<file path="src/rtl/alu_seq.sv">
// -----------------------------------------------------------------------------
// alu_seq -- sequential ALU with valid/ready handshakes on both sides.
//
// Non-MUL operations finish on the acceptance edge. MUL is an unsigned
// shift-add that handles one multiplier bit per clock. All result outputs
// come from registers. The only combinational input-to-output path is from
// out_ready to in_ready. This path lets a new request be accepted on the
// same edge that the previous result is consumed.
//
// Ports:
//   clk        sole clock, rising edge
//   rst        synchronous active-high reset
//   A, B       operands (WIDTH bits), sampled on an input handshake
//   OP         operation select (3 bits), sampled on an input handshake
//   in_valid   request valid
//   in_ready   block can accept a request this cycle
//   Out        result low word
//   Hi         MUL high word, zero for other operations
//   Extra      carry / borrow / last shifted-out bit
//   Zero       {Hi,Out} is all zeros
//   out_valid  result outputs are valid
//   out_ready  consumer takes the result this cycle
// -----------------------------------------------------------------------------
module alu_seq #(
  parameter int WIDTH = 8
) (
  input  logic             clk,
  input  logic             rst,
  input  logic [WIDTH-1:0] A,
  input  logic [WIDTH-1:0] B,
  input  logic [2:0]       OP,
  input  logic             in_valid,
  output logic             in_ready,
  output logic [WIDTH-1:0] Out,
  output logic [WIDTH-1:0] Hi,
  output logic             Extra,
  output logic             Zero,
  output logic             out_valid,
  input  logic             out_ready
);

  localparam int CW = $clog2(WIDTH);
  localparam logic [WIDTH-1:0] W_VAL     = WIDTH'(WIDTH);
  localparam logic [CW-1:0]    LAST_ITER = CW'(WIDTH - 1);

  localparam logic [2:0] OP_ADD = 3'b000;
  localparam logic [2:0] OP_SUB = 3'b001;
  localparam logic [2:0] OP_AND = 3'b010;
  localparam logic [2:0] OP_OR  = 3'b011;
  localparam logic [2:0] OP_XOR = 3'b100;
  localparam logic [2:0] OP_MUL = 3'b101;
  localparam logic [2:0] OP_SHL = 3'b110;
  localparam logic [2:0] OP_SHR = 3'b111;

  localparam logic [1:0] IDLE = 2'd0;
  localparam logic [1:0] BUSY = 2'd1;
  localparam logic [1:0] DONE = 2'd2;

  logic [1:0]         state_r;
  logic [WIDTH-1:0]   out_r;
  logic [WIDTH-1:0]   hi_r;
  logic               extra_r;
  logic               zero_r;
  logic [2*WIDTH-1:0] acc_r;
  logic [2*WIDTH-1:0] mcand_r;
  logic [WIDTH-1:0]   mplier_r;
  logic [CW-1:0]      cnt_r;

  logic [WIDTH-1:0]   shamt_s;
  logic [WIDTH:0]     add_s;
  logic [WIDTH:0]     sub_s;
  logic [WIDTH:0]     shl_s;
  logic [WIDTH:0]     shr_s;
  logic [WIDTH-1:0]   res_lo_s;
  logic               res_ex_s;
  logic [2*WIDTH-1:0] acc_next_s;
  logic               load_s;

  // Handshake signals. in_ready follows out_ready in DONE so that results can be issued back-to-back.
  always_comb begin
    in_ready  = (state_r == IDLE) || ((state_r == DONE) && out_ready);
    out_valid = (state_r == DONE);
    load_s    = in_valid && in_ready;
  end

  // Single-cycle datapath for every operation except MUL.
  always_comb begin
    shamt_s  = B % W_VAL;
    add_s    = {1'b0, A} + {1'b0, B};
    sub_s    = {1'b0, A} - {1'b0, B};
    // The extra guard bit on each shift holds the last bit shifted out.
    shl_s    = {1'b0, A} << shamt_s;
    shr_s    = {A, 1'b0} >> shamt_s;
    res_lo_s = {WIDTH{1'b0}};
    res_ex_s = 1'b0;
    case (OP)
      OP_ADD: begin
        res_lo_s = add_s[WIDTH-1:0];
        res_ex_s = add_s[WIDTH];
      end
      OP_SUB: begin
        res_lo_s = sub_s[WIDTH-1:0];
        res_ex_s = sub_s[WIDTH];
      end
      OP_AND: res_lo_s = A & B;
      OP_OR:  res_lo_s = A | B;
      OP_XOR: res_lo_s = A ^ B;
      OP_SHL: begin
        res_lo_s = shl_s[WIDTH-1:0];
        res_ex_s = (shamt_s == {WIDTH{1'b0}}) ? 1'b0 : shl_s[WIDTH];
      end
      OP_SHR: begin
        res_lo_s = shr_s[WIDTH:1];
        res_ex_s = (shamt_s == {WIDTH{1'b0}}) ? 1'b0 : shr_s[0];
      end
      default: begin
        res_lo_s = {WIDTH{1'b0}};
        res_ex_s = 1'b0;
      end
    endcase
  end

  // Shift-add step: add the shifted multiplicand when the current multiplier bit is set.
  always_comb begin
    if (mplier_r[0]) begin
      acc_next_s = acc_r + mcand_r;
    end else begin
      acc_next_s = acc_r;
    end
  end

  // Control FSM, multiplier iteration, and result registers.
  always_ff @(posedge clk) begin
    if (rst) begin
      state_r  <= IDLE;
      out_r    <= {WIDTH{1'b0}};
      hi_r     <= {WIDTH{1'b0}};
      extra_r  <= 1'b0;
      zero_r   <= 1'b0;
      acc_r    <= {(2*WIDTH){1'b0}};
      mcand_r  <= {(2*WIDTH){1'b0}};
      mplier_r <= {WIDTH{1'b0}};
      cnt_r    <= {CW{1'b0}};
    end else if (load_s) begin
      // The same request load path is used from IDLE and from a consumed DONE.
      if (OP == OP_MUL) begin
        state_r  <= BUSY;
        acc_r    <= {(2*WIDTH){1'b0}};
        mcand_r  <= {{WIDTH{1'b0}}, A};
        mplier_r <= B;
        cnt_r    <= {CW{1'b0}};
      end else begin
        state_r <= DONE;
        out_r   <= res_lo_s;
        hi_r    <= {WIDTH{1'b0}};
        extra_r <= res_ex_s;
        zero_r  <= (res_lo_s == {WIDTH{1'b0}});
      end
    end else begin
      case (state_r)
        IDLE: state_r <= IDLE;
        BUSY: begin
          acc_r    <= acc_next_s;
          mcand_r  <= {mcand_r[2*WIDTH-2:0], 1'b0};
          mplier_r <= {1'b0, mplier_r[WIDTH-1:1]};
          cnt_r    <= cnt_r + CW'(1);
          if (cnt_r == LAST_ITER) begin
            state_r <= DONE;
            out_r   <= acc_next_s[WIDTH-1:0];
            hi_r    <= acc_next_s[2*WIDTH-1:WIDTH];
            extra_r <= 1'b0;
            zero_r  <= (acc_next_s == {(2*WIDTH){1'b0}});
          end else begin
            state_r <= BUSY;
          end
        end
        DONE: begin
          if (out_ready) begin
            state_r <= IDLE;
          end else begin
            state_r <= DONE;
          end
        end
        default: state_r <= IDLE;
      endcase
    end
  end

  assign Out   = out_r;
  assign Hi    = hi_r;
  assign Extra = extra_r;
  assign Zero  = zero_r;

endmodule
</file>
<file path="config.mk">
export PLATFORM = sky130hd
export DESIGN_NAME = alu_seq
export DESIGN_NICKNAME = d
export VERILOG_FILES = /design/src/rtl/alu_seq.sv
export SDC_FILE = /design/constraint.sdc
export NUM_CORES = 1
export LEC_CHECK = 0
export ABC_AREA = 1
export ABC_CLOCK_PERIOD_IN_PS = 1910
export CAP_MARGIN = 20
export CORE_UTILIZATION = 35
export CTS_CLUSTER_DIAMETER = 30
export CTS_CLUSTER_SIZE = 28
export DETAILED_ROUTE_END_ITERATION = 8
export DONT_BUFFER_PORTS = 1
export PLACE_DENSITY = 0.58
export RECOVER_POWER = 25
export SETUP_SLACK_MARGIN = 0.2
export SYNTH_ARGS = -nofsm -noshare
export SYNTH_HDL_FRONTEND = slang
export SYNTH_SLANG_ARGS = --single-unit
</file>
<file path="constraint.sdc">
create_clock -name clk -period 1.91 [get_ports clk]
set_clock_uncertainty 0.05 [all_clocks]
set_input_delay 0.2865 -clock clk [delete_from_list [all_inputs] [get_ports clk]]
set_output_delay 0.2865 -clock clk [all_outputs]
set_load 0.03 [all_outputs]
</file>
==> flow_results.org, run 1 <==
** Global routing
- The via count of the first global-routing pass was 6,031.
- The initial antenna violation count came to 0.
- Maximum number of pins on one net before global-route repair :: 38
- Across every metal layer, demand over resource in global routing totals 25.9%.
- Residual overflow from global routing :: 0
- First-pass GRT wire length :: 31,800 um

** Timing
- The number of failing hold endpoints at the final stage is 0.
- Worst-margin pin slew :: 416 ps
- Subtracting the final worst setup slack from the clock period gives 2130 ps.
- Final period utilization :: 111%
- The max-slew violation count is 0.
- Worst relative slew slack :: 72.3%
- Setup Total Neg Slack :: -1150 ps
- In the post-route analysis, the smallest setup slack over all paths is -219 ps.
- RSZ-0062 raised after global routing :: true
- Setup Viol. Count Final :: 13
- Highest clock rate :: 0.470 GHz

** Hold path
- In this run the worst hold path is classified as in -> reg.
- Hold Crit Endpoint :: Zero
- Startpoint of the worst hold path :: rst
- Hold Path Depth :: 3

** Synth
- Synth cell types :: 36
- Measured against the total synthesized area, the mux share comes to 0%.
- Synthesis inferred 63 register bits.
- Yosys printed 0 warnings.
- For this run, the leading register cell type out of synthesis is dfxtp_1.
- Summing the areas of all xor and xnor instances in the mapped netlist gives 0.495% of the synthesized area.
- Yosys attributes the largest share of cell area to dfxtp_1 (24%), nand2_1 (20%), ha_1 (11%), nand3_1 (7.4%), inv_1 (7.1%).
- After Yosys synthesis, full adders, half adders and majority gates account for 11.7% of the synthesized area.
- Post-synthesis share of cell area spent on and, or, nand and nor gates :: 36.8%
- The synthesized design contains 0 enable-type register cells.
- Summed over all instances, the cell type with the most area after synthesis is dfxtp_1.
- The synthesized netlist devotes 16.4% of its cell area to compound gates.
- Sequential share of the synthesized area :: 23.7%
- In this run the cell area of the synthesized design comes to 5310 um^2.
- A synthesized cell averages 5.99 um^2.
- Of all flip-flops after synthesis, the portion carrying an async set or reset was 0%.
- After synthesis, the largest family of logic cells by area is simple AND/OR/NAND/NOR gates.
- In the synthesized netlist, the number of instances is 886.
- Synth Net Count :: 957
- In this run the biggest area consumer among cell types represents 23.7% of the synthesized area.

** Routing
- Dividing the detail-routed wire length by the instance count gives 17.0 um.
- 1st-pass router iterations :: 6
- Remaining antenna violation count after routing :: 0
- After detailed routing, the number of remaining DRC violations is 0.
- Summed over all layers, the routed wires come to 20,400 um.
- After the first detailed-routing iteration, the DRC count stood at 504.
- Routed via count divided by cell count :: 5.25
- Via count :: 6,307

** Clock tree
- The clock tree synthesis step divided the H-tree into 3 levels.
- CTS tree :: built
- Clock-pin slew on the worst setup and hold paths :: 60 ps
- CTS buffer count :: 9
- The tree is rooted in a clkbuf_16.
- Clock insertion delay at the later pin of the skew report :: 340 ps
- The clock passes through at most 2 buffers.
- For this design, the sink count on the clock tree is 63.

** Layout
- Final instance area :: 8140 um^2
- Fraction of final layout cells sized beyond drive strength 1 :: 37.7%
- Area growth syn-to-layout :: 53.2%
- In the layout the commonest cells are nand2_1 (224), buf_4 (116), inv_1 (89).
- # nets final :: 1,083
- Most common cell after layout, fill and taps aside :: nand2_1
- Number of antenna diodes :: 0

** Die
- Die boundary width :: 125 um
- Initial core utilization :: 36.3%
- The region available for standard cell placement spans 14,600 um^2.
- Full die area :: 15,700 um^2
- The floorplan has 44 rows.
- DIE HEIGHT :: 125 um
- In this run the count of I/O pins placed on the die edge is 43.

** Place
- Routability-driven placement finished with a final weighted congestion of 0.960.
- After legalization and detailed placement, the total HPWL measured 13,700 um.
- Port buffering added 0 buffers.
- The placed instances occupy a cell area of 6420 um^2.

** Setup path
- The worst setup path is launched from a flip-flop.
- In this run the critical register-to-register path is captured at Zero.
- The worst setup path is captured at a flip-flop.
- Counting cells, the worst reg-to-reg path comes to 15.
- Reg2Reg Launch Point :: mcand_r[0]
- For the worst setup path, the data required time is 2150 ps.
- Data arrival, critical path :: 2370 ps
- The setup check on the worst reg-to-reg path leaves a slack of -220 ps.
- Highest net fanout along the worst path :: 3
- Crit. Startpoint :: mcand_r[0]
- Worst setup path class :: reg -> reg

** Run
- Max-capacitance violation count :: 0

** Power and ir drop
- Largest voltage drop on the vdd net :: 0.000371 V
- PD cells :: 503 nW/um^2
- Static Leak :: 3.65 nW

** Run status
- The checks that failed: negative setup slack.
- Status :: finished with violations
-- cell type report --
type,count,area (um^2)
repair buffers,150,1490
clock buffers,11,243
fillers,1367,6510
multi-input cells,682,4420
flip-flops and latches,63,1300
well taps,184,230
inverters,106,428
clock inverters,5,33.8
-- state kept, by name (all words and copies together), names as in the netlist --
register  flops
Out           8
Zero          1
mcand_r      16
mplier_r      8
Hi            8
cnt_r         3
Extra         1
acc_r        16
state_r       2
-- routing by layer --
| layer | share of wire, % | wire (um) | vias to the layer above | GRT usage [%] |
|---|---|---|---|---|
| met5 | 0 | 0 | - | 0 |
| met4 | 4.5 | 927 | 0 | 13.3 |
| met3 | 4.4 | 901 | 60 | 4.28 |
| met2 | 47 | 9580 | 176 | 42.2 |
| met1 | 44 | 8980 | 2940 | 32.9 |
| li1 | - | - | 3131 | - |
-- critical path, cell delays in order (launching register included) --
cell	delay [ps]
dfxtp_2	330
ha_4	160
fa_2	360
nand2_2	110
nand3_4	80
nand3_2	80
nand2_2	80
nand3_2	70
nand3b_1	80
nand3_1	120
nand2_2	80
nor2_2	180
nand3_2	110
nand3_1	70
nand2_1	50
inv_1	40
-- how the worst max path moves through the flow --
stage / to / slack, ps / cells after the start
after floorplan: Zero / 40 / 16
final: Zero / -220 / 15
after global routing: Zero / -360 / 15
after CTS: Zero / -150 / 17
after detailed placement: Zero / -180 / 15
after global placement: Zero / -190 / 15
-- where the power goes --
| part | total [W] | switching (W) | internal (W) |
|---|---|---|---|
| Sequential | 0.00144 | 0.0000875 | 0.00136 |
| Clock | 0.00152 | 0.000614 | 0.000910 |
| Combinational | 0.00113 | 0.000620 | 0.000507 |
| Total | 0.00409 | 0.00132 | 0.00277 |
-- synthesized netlist by cell type, drive strengths merged (7+ instances only) --
cell type / count
a21oi: 67
a31oi: 21
buf: 24
clkbuf: 10
dfxtp: 63
ha: 45
inv: 106
nand2: 285
nand3: 79
nand4: 7
nor2: 72
o21ai: 58
or2: 11
-- logic make-up (layout without fill, tap and decap cells) --
group / after synthesis / count (layout)
AND/OR/NAND/NOR: 469 / 469
AO/OA/AOI/OAI: 162 / 162
buffers and inverters: 141 / 272
flip-flops: 63 / 63
adder cells (fa/ha/maj): 48 / 48
XOR/XNOR: 3 / 3
-- timing repair --
action / 4_1_cts / 5_1_grt
endpoints found under the setup margin: 63 / 62
hold endpoints to repair: 37 / 0
buffers inserted: 13 / 11
cloned: 9 / 0
gates resized for setup: 192 / 82
hold buffers: 1 / 0
pin swaps: 46 / 34
-- metrics by stage --
step	std cells	hold slack (ps)	util (%)	total power, W	setup slack, ps
detailed placement	1151	310	43.8	0.00230	-184
CTS	1190	37.7	52.7	0.00402	-151
floorplan	886	376	-	0.00201	35.6
global route	1201	54.8	55.6	0.00426	-360
global placement	1151	307	43.8	0.00230	-188
finish	1201	43.3	55.6	0.00409	-219
Power figures use the tool's default switching activity.
==> inputs of run 2 (changes only) <==
- PLACE_DENSITY: 0.58 -> 0.59
==> flow_results.org, run 2 (synthesis results as in run 1) <==
** Global routing
- The largest net degree at the start of global routing was 38 (unchanged).
- The initial antenna violation count is 0 (unchanged).
- The global-route wire length before repair is 32,300 um (was 31,800 um).
- The via count of the first global-routing pass is 6,181 (was 6,031).
- The remaining global-route overflow is 0 (unchanged).
- Tot GR Track Use :: 26.1% (was 25.9%)

** Routing
- The violation count after the first detailed-route iteration came to 459 (was 504).
- The residual antenna-violating net count after detailed routing was 0 (unchanged).
- The via density per instance is 5.29 (was 5.25).
- DRC violations left :: 0 (unchanged)
- The routed length per instance is 17.3 um (was 17.0 um).
- Via count :: 6,377 (was 6,307)
- Wirelength, routed :: 20,900 um (was 20,400 um)
- The length of the first detailed-routing pass in iterations came to 7 (was 6).

** Power and ir drop
- Largest voltage drop on the vdd net :: 0.000467 V (was 0.000371 V)
- The leakage power of the design is 3.76 nW (was 3.65 nW).
- PD cells :: 505 nW/um^2 (was 503 nW/um^2)
- The total power draw is 0.00423 W (was 0.00409 W).

** Timing
- The setup-violating endpoint count in the final report is 11 (was 13).
- Worst-margin pin slew :: 577 ps (was 416 ps)
- The setup TNS came to -728 ps (was -1150 ps).
- RSZ-0062 raised after global routing: true (unchanged).
- The worst slew margin relative to its limit came to 61.3% (was 72.3%).
- The number of failing hold endpoints at the final stage is 0 (unchanged).
- The highest attainable clock frequency came to 0.473 GHz (was 0.470 GHz).
- The slack of the critical path came to -203 ps (was -219 ps).
- Tightest hold margin :: 54.3 ps (was 43.3 ps)
- The ratio of final minimum period to clock period came to 111% (about the same).
- Time the worst path needs with I/O delays and setup :: 2110 ps (was 2130 ps)
- The max-slew violation count came to 0 (unchanged).

** Clock tree
- The clock slew seen by the registers of the worst setup and hold paths is 60 ps (about the same).
- Level count of the clock H-tree :: 3 (unchanged)
- The number of buffers created by CTS is 9 (unchanged).
- The clock network latency to the later pin of the worst-skew pair is 330 ps (was 340 ps).
- Count of clock tree sinks :: 63 (unchanged)
- The CTS tree is built (unchanged).
- The maximum clock insertion buffer count came to 2 (unchanged).
- The clock root buffer is clkbuf_16 (unchanged).

** Setup path
- The worst-case reg-to-reg path depth came to 17 (was 15).
- The launch point of the worst reg-to-reg path is mcand_r[0] (unchanged).
- The kind of end point of the critical path is a flip-flop (unchanged).
- Data arrival, critical path :: 2340 ps (was 2370 ps)
- The type of element launching the critical path is a flip-flop (unchanged).
- Minimum setup slack among reg-to-reg paths :: -200 ps (was -220 ps)
- The reg-to-reg critical path endpoint was Zero (unchanged).
- The critical path class is reg -> reg (unchanged).
- The maximum fanout count along the critical path is 3 (unchanged).
- Data required, critical path :: 2140 ps (was 2150 ps)

** Place
- The number of port buffers came to 0 (unchanged).
- GP Congestion :: 0.967 (was 0.960)
- Placed cell count :: 1,149 (was 1,151)
- Total half-perimeter wirelength after legalization and detailed placement :: 13,700 um (about the same)

** Die
- Initial core utilization :: 36.3% (unchanged)
- # IOs :: 43 (unchanged)
- The area of the die is 15,700 um^2 (unchanged).
- The area of the placeable core came to 14,600 um^2 (unchanged).
- Die boundary width :: 125 um (unchanged)
- The total number of placement rows came to 44 (unchanged).
- The height of the die came to 125 um (unchanged).

** Layout
- The fraction of the core area covered by cells at the end of the flow is 57.2% (was 55.6%).
- # nets final :: 1,087 (was 1,083)
- Final cell count without fillers :: 1,205 (was 1,201)
- Area growth syn-to-layout :: 57.7% (was 53.2%)
- The share of layout cells above drive strength 1 was 41.1% (was 37.7%).
- Number of antenna diodes :: 0 (unchanged)
- Commonest cells after routing, fill and taps aside: nand2_1 (217), buf_4 (117), inv_1 (88) (was nand2_1 (224), buf_4 (116), inv_1 (89)).
- Top flop regs :: acc_r: 16 flops, mcand_r: 16 flops (unchanged)
- Most common cell after layout, fill and taps aside :: nand2_1 (unchanged)
- Number of fillers in the final layout :: 1,312 (was 1,367)

** Run status
- Failing checks: negative setup slack (unchanged).
- Status :: finished with violations (unchanged)

** Hold path
- The hold path depth was 2 (was 3).
- The destination of the worst hold path is mcand_r[4] (was Zero).
- The worst min-delay path category was in -> reg (unchanged).
- Startpoint of the worst hold path :: A[4] (was rst)

** Run
- The number of maximum-capacitance violations is 0 (unchanged).
[run 2: cell types whose count changed in the layout (fill, tap and decap cells not counted), moves of 4 or more]
cell | before | now
nand2_1 | 224 | 217
dfxtp_2 | 19 | 23
dfxtp_1 | 40 | 35
nand3_2 | 10 | 15
nand3_1 | 67 | 60
buf_6 | 14 | 19
a21oi_2 | 31 | 39
a21oi_1 | 35 | 26
[run 2: how the worst max path moves through the flow]
| stage | from | endpoint | slack [ps] | depth (start not counted) |
|---|---|---|---|---|
| 6_report | mcand_r[0] | Zero | -200 | 17 |
| 5_1_grt | mcand_r[0] | Zero | -350 | 17 |
| 4_1_cts | mcand_r[0] | Zero | -160 | 17 |
| 3_5_place_dp | A[0] | Zero | -190 | 14 |
| 3_3_place_gp | A[0] | Zero | -180 | 14 |
| 2_1_floorplan | mcand_r[0] | Zero | 40 | 16 |
[run 2: what timing repair did]
action / CTS / global route
resized for setup: 223 / 101
gates cloned: 7 / 2
buffers inserted: 22 / 8
endpoints found under the setup margin: 62 / 64
hold endpoints to repair: 37 / 0
pin swaps: 60 / 50
hold buffers: 1 / 0
[run 2: worst max-delay path, stage by stage (launching register included)]
cell and delay, ps:
dfxtp_2 330, ha_4 160, fa_2 370, nand2_4 90
nand3_4 80, nand3_2 100, nand2_4 60, nand2_2 70
nand2_1 60, nand2_1 70, nand3_2 80, nand2_2 80
nand2_1 50, nor2_1 100, nand3_1 110, nand3_1 100
nand2_1 50, inv_1 40
[run 2: area by class of cell]
class	count	area (um^2)	share of cell area [%]
multi-input cells	682	4610	55.1
clock buffers	10	229	2.73
well taps	184	230	2.75
inverters	106	438	5.23
flip-flops and latches	63	1310	15.6
clock inverters	6	61.3	0.732
repair buffers	154	1500	17.9
[run 2: metal layers]
layer | up-vias | GRT usage [%] | wire length, um
met1 | 2994 | 31.0 | 8620
met2 | 184 | 47.2 | 10600
met4 | 0 | 11.0 | 818
met3 | 53 | 3.34 | 901
met5 | - | 0 | 0
li1 | 3146 | - | -
[run 2: where the power goes]
group	switching [W]	internal, W
sequential	0.0000860	0.00135
combinational	0.000647	0.000517
clock	0.000623	0.00101
[run 2: metrics by stage]
step / worst slack [ps] / instance area, um^2
2_1_floorplan: 35.6 / 5500
3_3_place_gp: -178 / 6380
3_5_place_dp: -188 / 6380
4_1_cts: -157 / 7900
5_1_grt: -352 / 8370
6_report: -203 / 8370
==> variant 1 (flow settings as in run 1) <==
`WIDTH`: 8 -> 16.
--- a/src/rtl/alu_seq.sv
+++ b/src/rtl/alu_seq.sv
@@ -23,5 +23,5 @@
 // -----------------------------------------------------------------------------
 module alu_seq #(
-  parameter int WIDTH = 8
+  parameter int WIDTH = 16
 ) (
   input  logic             clk,
Ports: changed (resized A, B, Hi and Out); port bits go from 43 to 75. No check against the original RTL was run, so the function may have changed too.
==> variant 1 against run 1 <==
  * The flow still finishes with violations (setup timing)
  * Power increased by 140%
  * Final area grew 130%
  * Clock power rose by 130%
  * Die area increased by 110%
  * Combinational power grew to 2.9 times the old value
  * Final cell count rose by 140%
  * Synthesized area is 120% higher
  * Sequential share of layout area decreased by 3.0 points
  * Worst setup slack got worse by 0.37 ns
  * Routed wire length rose to 2.8 times the old value
  * Sequential cell count rose by 57
  * Critical endpoint unchanged
  * Largest power group unchanged
==> variant 1: results (changes against run 1) <==
INFO  metric status = finished, violations left
INFO  metric violations_in_the_final_reports = setup timing
INFO  metric synth.lib_cells_used.distinct = 45 (+25%)
INFO  metric number_of_nets_in_the_finished_design = 2542 (+130%)
INFO  metric globalRouteTotalUtil = 0.320 (+0.0615)
INFO  metric synth.cells.most_frequent = nand2_1 (678), inv_1 (234), nand3_1 (190)
INFO  metric grt_pass1_vias = 14600 (+140%)
INFO  metric drt_iter0_markers = 1249 (+150%)
INFO  metric cts_buffers = 17 (+8)
INFO  metric place.detailed.hpwl = 39200 µm (+190%)
INFO  metric hold_endpoint = state_r[1]
INFO  metric place_congestion = 1.02 (+6.0%)
INFO  metric fillCellCount = 2915 (+110%)
INFO  metric routedLengthMet1 = 23600 µm (+160%)
INFO  metric postLayoutSetupSlackWorst = -0.593 ns (-0.374 ns)
INFO  metric dr_wl_met3 = 3430 µm (+280%)
INFO  metric post_synth_xor_xnor_area = 0.00381 (-0.00114)
INFO  metric dr_wl_met2 = 26800 µm (+180%)
INFO  metric htree_levels = 4 (+1)
INFO  metric grt_start_max_net_pins = 45 (+18%)
INFO  metric detail_route.wl_per_cell = 19.6 µm (+15%)
INFO  metric vdd_drop_max = 0.716 mV (+93%)
INFO  metric p_leak = 9.01 nW (+150%)
INFO  metric drt-total-wl = 56100 µm (+180%)
INFO  metric netlist_instances = 2014 (+130%)
INFO  metric setup_viol_count_final = 119 (+106)
## variant 1: cell count changes after synthesis, moves of 41 or more
cell | before | now
clkbuf_1 | 9 | 50
o21ai_0 | 58 | 130
nor2_1 | 69 | 160
a21oi_1 | 67 | 149
nand3_1 | 79 | 190
dfxtp_1 | 63 | 120
ha_1 | 45 | 87
nand2_1 | 285 | 678
inv_1 | 101 | 234
## variant 1: metrics by stage
stage | setup TNS, ns | cell area, µm² | utilization
after CTS | -12.34 | 18000 | 0.554
after global routing | -35.76 | 19000 | 0.586
after detailed placement | -24.17 | 15200 | 0.467
after global placement | -20.70 | 15200 | 0.467
after floorplan | -0.265 | 12300 | -
final | -28.96 | 19000 | 0.586
## variant 1: critical path: stages, from the launching register on
cell and delay, ns:
dfxtp_4 0.36, ha_4 0.30, nand2_2 0.11, inv_2 0.10, nand2_1 0.09, nand2_1 0.09, nand2_1 0.05, nand3b_1 0.20
nand2_2 0.14, nand2_2 0.09, nand2_1 0.06, nand3_1 0.12, nand2_2 0.10, nor2_4 0.13, nand2_1 0.08, nor2_2 0.13
nand3_2 0.12, nand3_2 0.07, nand2_1 0.04, inv_1 0.04
## variant 1: timing repair
item | CTS | global route
hold buffers | 19 | 0
setup endpoints to repair | 120 | 120
buffers inserted | 41 | 12
hold endpoints to repair | 60 | 0
pin swaps | 92 | 68
gates resized for setup | 338 | 196
gates cloned | 19 | 4
## variant 1: report_power, final
| group | switching, mW | leakage (nW) | internal, mW | total, mW |
|---|---|---|---|---|
| clock network | 1.34 | 0.304 | 2.23 | 3.57 |
| registers | 0.191 | 0.996 | 2.61 | 2.80 |
| logic | 1.81 | 7.71 | 1.50 | 3.31 |
## variant 1: layout make-up
class                           instances  area (µm²)  share of cell area
Inverter                              245         995              0.0523
Clock inverter                         13         193              0.0101
Sequential cell                       120        2460               0.130
Tap cell                              442         553              0.0291
Timing Repair inverter                  3        52.6             0.00276
Multi-Input combinational cell       1562        9880               0.520
Timing Repair Buffer                  464        4440               0.233
Clock buffer                           18         439              0.0231
## variant 1: worst max path at each step
stage               start    to  slack (ns)  cells past startpoint
6_report       mcand_r[4]  Zero       -0.59                     19
5_1_grt          acc_r[0]  Zero       -0.62                     19
4_1_cts        mcand_r[0]  Zero       -0.52                     20
3_5_place_dp   mcand_r[8]  Zero       -0.68                     17
3_3_place_gp    acc_r[18]  Zero       -0.76                     18
2_1_floorplan  mcand_r[0]  Zero       -0.16                     19
## variant 1: layer usage
layer,track usage,vias up
met5,0,-
met4,0.129,0
li1,-,7349
met2,0.544,606
met3,0.0369,125
met1,0.410,7277
==> variant 2 (config.mk and constraints of run 1) <==
Without the edit above. Make the reset (`rst`) asynchronous in one clocked block. Comments in the files are not updated.
--- a/src/rtl/alu_seq.sv
+++ b/src/rtl/alu_seq.sv
@@ -131,5 +131,5 @@
 
   // Control FSM, multiplier iteration, and result registers.
-  always_ff @(posedge clk) begin
+  always_ff @(posedge clk or posedge rst) begin
     if (rst) begin
       state_r  <= IDLE;
Behaviour: differs if rst is asserted again (counterexample within 4 cycles, from zero or initial values and one cycle with rst high); with rst held inactive, the same outputs for 4 cycles.
==> variant 2 against run 1 <==
  * The flow still finishes with violations (setup timing)
  * Via count shrank 3.6%
  * Final area up 3.5%
  * Core utilization up 1.5 points
  * Sequential cell count unchanged
  * Routed wire length down 1.4%
  * First-iteration DRC count increased by 1.6%
  * Synthesized cell count is 6.8% lower
  * Sequential share of layout area increased by 2.8 points
  * Worst setup slack got worse by 0.26 ns
  * Synthesized area rose by 1.4%
  * Critical endpoint is now Zero
  * Largest cell class unchanged
Power is left out: it rests on default switching activity, and per cell area and clock period it moved more than threefold.
==> variant 2: results (changes against run 1) <==
INFO  metric clkTransAtPathRegs = 0.06 ns (about the same)
INFO  metric min_path_type = in -> reg
INFO  metric postSynth.topFlopCell = dfrtp_1
INFO  metric cell_types_occupying_the_most_area_after_synthesis = dfrtp_1 (29%), nand2_1 (18%), ha_1 (10%)
INFO  metric drt_iter0_markers = 512 (+1.6%)
INFO  metric routed_via_density = 5.29 (+0.69%)
INFO  metric holdCritStartpoint = A[5]
INFO  metric cts_buffer_depth = 2 (unchanged)
INFO  metric synth-warning-count = 0 (unchanged)
INFO  metric globalRouteTotalUtil = 0.246 (-0.0128)
INFO  metric worst_hold_path.num_cells = 2 (-1)
INFO  metric first_pass_iters = 5 (-1)
INFO  metric worst_path_maximum_fanout = 3 (unchanged)
INFO  metric synth_nets = 897 (-6.3%)
INFO  metric buffer_ports.inserted = 0 (unchanged)
INFO  metric cts_buffers = 9 (unchanged)
INFO  metric drive_above_1_share = 0.382 (+0.00539)
INFO  metric fillCellCount = 1302 (-4.8%)
INFO  metric cts_root_buf = clkbuf_16
INFO  metric violations_in_the_final_reports = setup timing
INFO  metric timing.reg2reg.worst_path_depth = 17 (+2)
INFO  metric worst_skew_pair.late_latency = approximately 0.35 ns
INFO  metric timing.rr.start = acc_r[0]
INFO  metric place.detailed.hpwl = 13500 µm (-1.0%)
INFO  metric ys_seq_area_frac = 0.293 (+0.0552)
INFO  metric setup_viol_count_final = 25 (+12)
INFO  metric status = finished, violations left
INFO  metric place_congestion = 0.926 (-3.6%)
INFO  metric number_of_nets_in_the_finished_design = 1032 (-4.7%)
INFO  metric cp_data_arrival_time = 2.62 ns (+0.25 ns)
INFO  metric grt_start_max_net_pins = 64 (+68%)
INFO  metric synth.lib_cells_used.distinct = 38 (+5.6%)
INFO  metric postLayoutSetupSlackWorst = -0.481 ns (-0.262 ns)
INFO  metric number_of_antenna_violations_at_the_first_check_in_global_routing = 0 (unchanged)
INFO  metric synth.cells.most_frequent = nand2_1 (259), nand3_1 (105), inv_1 (101)
INFO  metric worstSetupStartpoint = acc_r[0]
INFO  metric drt-total-wl = 20100 µm (-1.4%)
INFO  metric slew_headroom = 0.399 (-0.324)
INFO  metric synth_async_sr_flop_share = 1.00 (+1.00)
INFO  metric hold_endpoint = mcand_r[5]
INFO  metric first_pass_grt_wire_length = 30500 µm (-4.3%)
INFO  metric grt_pass1_vias = 5813 (-3.6%)
INFO  metric worstSetupEndpoint = Zero
INFO  metric htree_levels = 3 (unchanged)
## variant 2: cell types whose count changed after synthesis, moves of 7 or more
| cell | before | now |
|---|---|---|
| nand3_1 | 79 | 105 |
| dfrtp_1 | 0 | 63 |
| nor2_1 | 69 | 62 |
| nand2_1 | 285 | 259 |
| a21oi_1 | 67 | 30 |
| dfxtp_1 | 63 | 0 |
| o21ai_0 | 58 | 42 |
## variant 2: cells by family (layout without fill, tap and decap cells)
| family | Yosys count | after routing | share of synthesized area |
|---|---|---|---|
| and+or+nand+nor | 461 | 461 | 0.364 |
| buffers and inverters | 131 | 271 | 0.0948 |
| AOI/OAI and AO/OA | 122 | 122 | 0.132 |
| DFF | 63 | 63 | 0.293 |
| adders and majority gates | 48 | 48 | 0.116 |
| xor gates and xnor gates | 1 | 1 | 0.00163 |
## variant 2: stage by stage
stage,cells,setup slack (ns),TNS [ns],area (µm²),hold WS [ns]
floorplan,826,-0.0192,-0.0192,5620,0.361
global placement,1091,-0.281,-1.75,6530,0.233
detailed placement,1091,-0.336,-2.16,6530,0.236
CTS,1131,-0.188,-0.558,7700,0.0332
global route,1150,-0.549,-5.64,8420,0.0486
finish,1150,-0.481,-2.06,8420,0.0372
## variant 2: per-layer routing
layer  routed length, µm  vias to the layer above  GRT usage  part of all wire
li1                    -                     2986          -                 -
met1                8680                     2857      0.328              0.43
met2                9700                      191      0.397              0.48
met3                1130                       47     0.0510             0.056
met4                 597                        0     0.0787             0.030
met5                   0                        -          0                 0
## variant 2: cell type report
type,count,share of cell area
clock buffers,9,0.0267
clock inverters,7,0.0152
inverters,105,0.0504
multi-input cells,632,0.515
flip-flops and latches,63,0.188
well taps,184,0.0273
repair buffers,149,0.177
repair inverters,1,0.000891
## variant 2: worst max-delay path: stages, from the launching register on
cell	delay (ns)
dfrtp_1	0.38
ha_2	0.20
fa_2	0.37
nand2_2	0.10
nand2_2	0.07
nand3_2	0.08
nand2_2	0.08
nand2_2	0.07
nand2_1	0.05
nand2_1	0.07
nand3_2	0.09
nand2_1	0.12
nand2_1	0.11
nor2_1	0.13
nand3_1	0.15
nand2_1	0.10
nand2_1	0.06
nand2_1	0.07
## variant 2: what timing repair did
item / CTS / global route
hold endpoints to repair: 63 / 0
cloned: 7 / 3
hold buffers: 1 / 0
pin swaps: 28 / 53
endpoints found under the setup margin: 61 / 63
buffers inserted: 16 / 16
gates resized for setup: 121 / 145
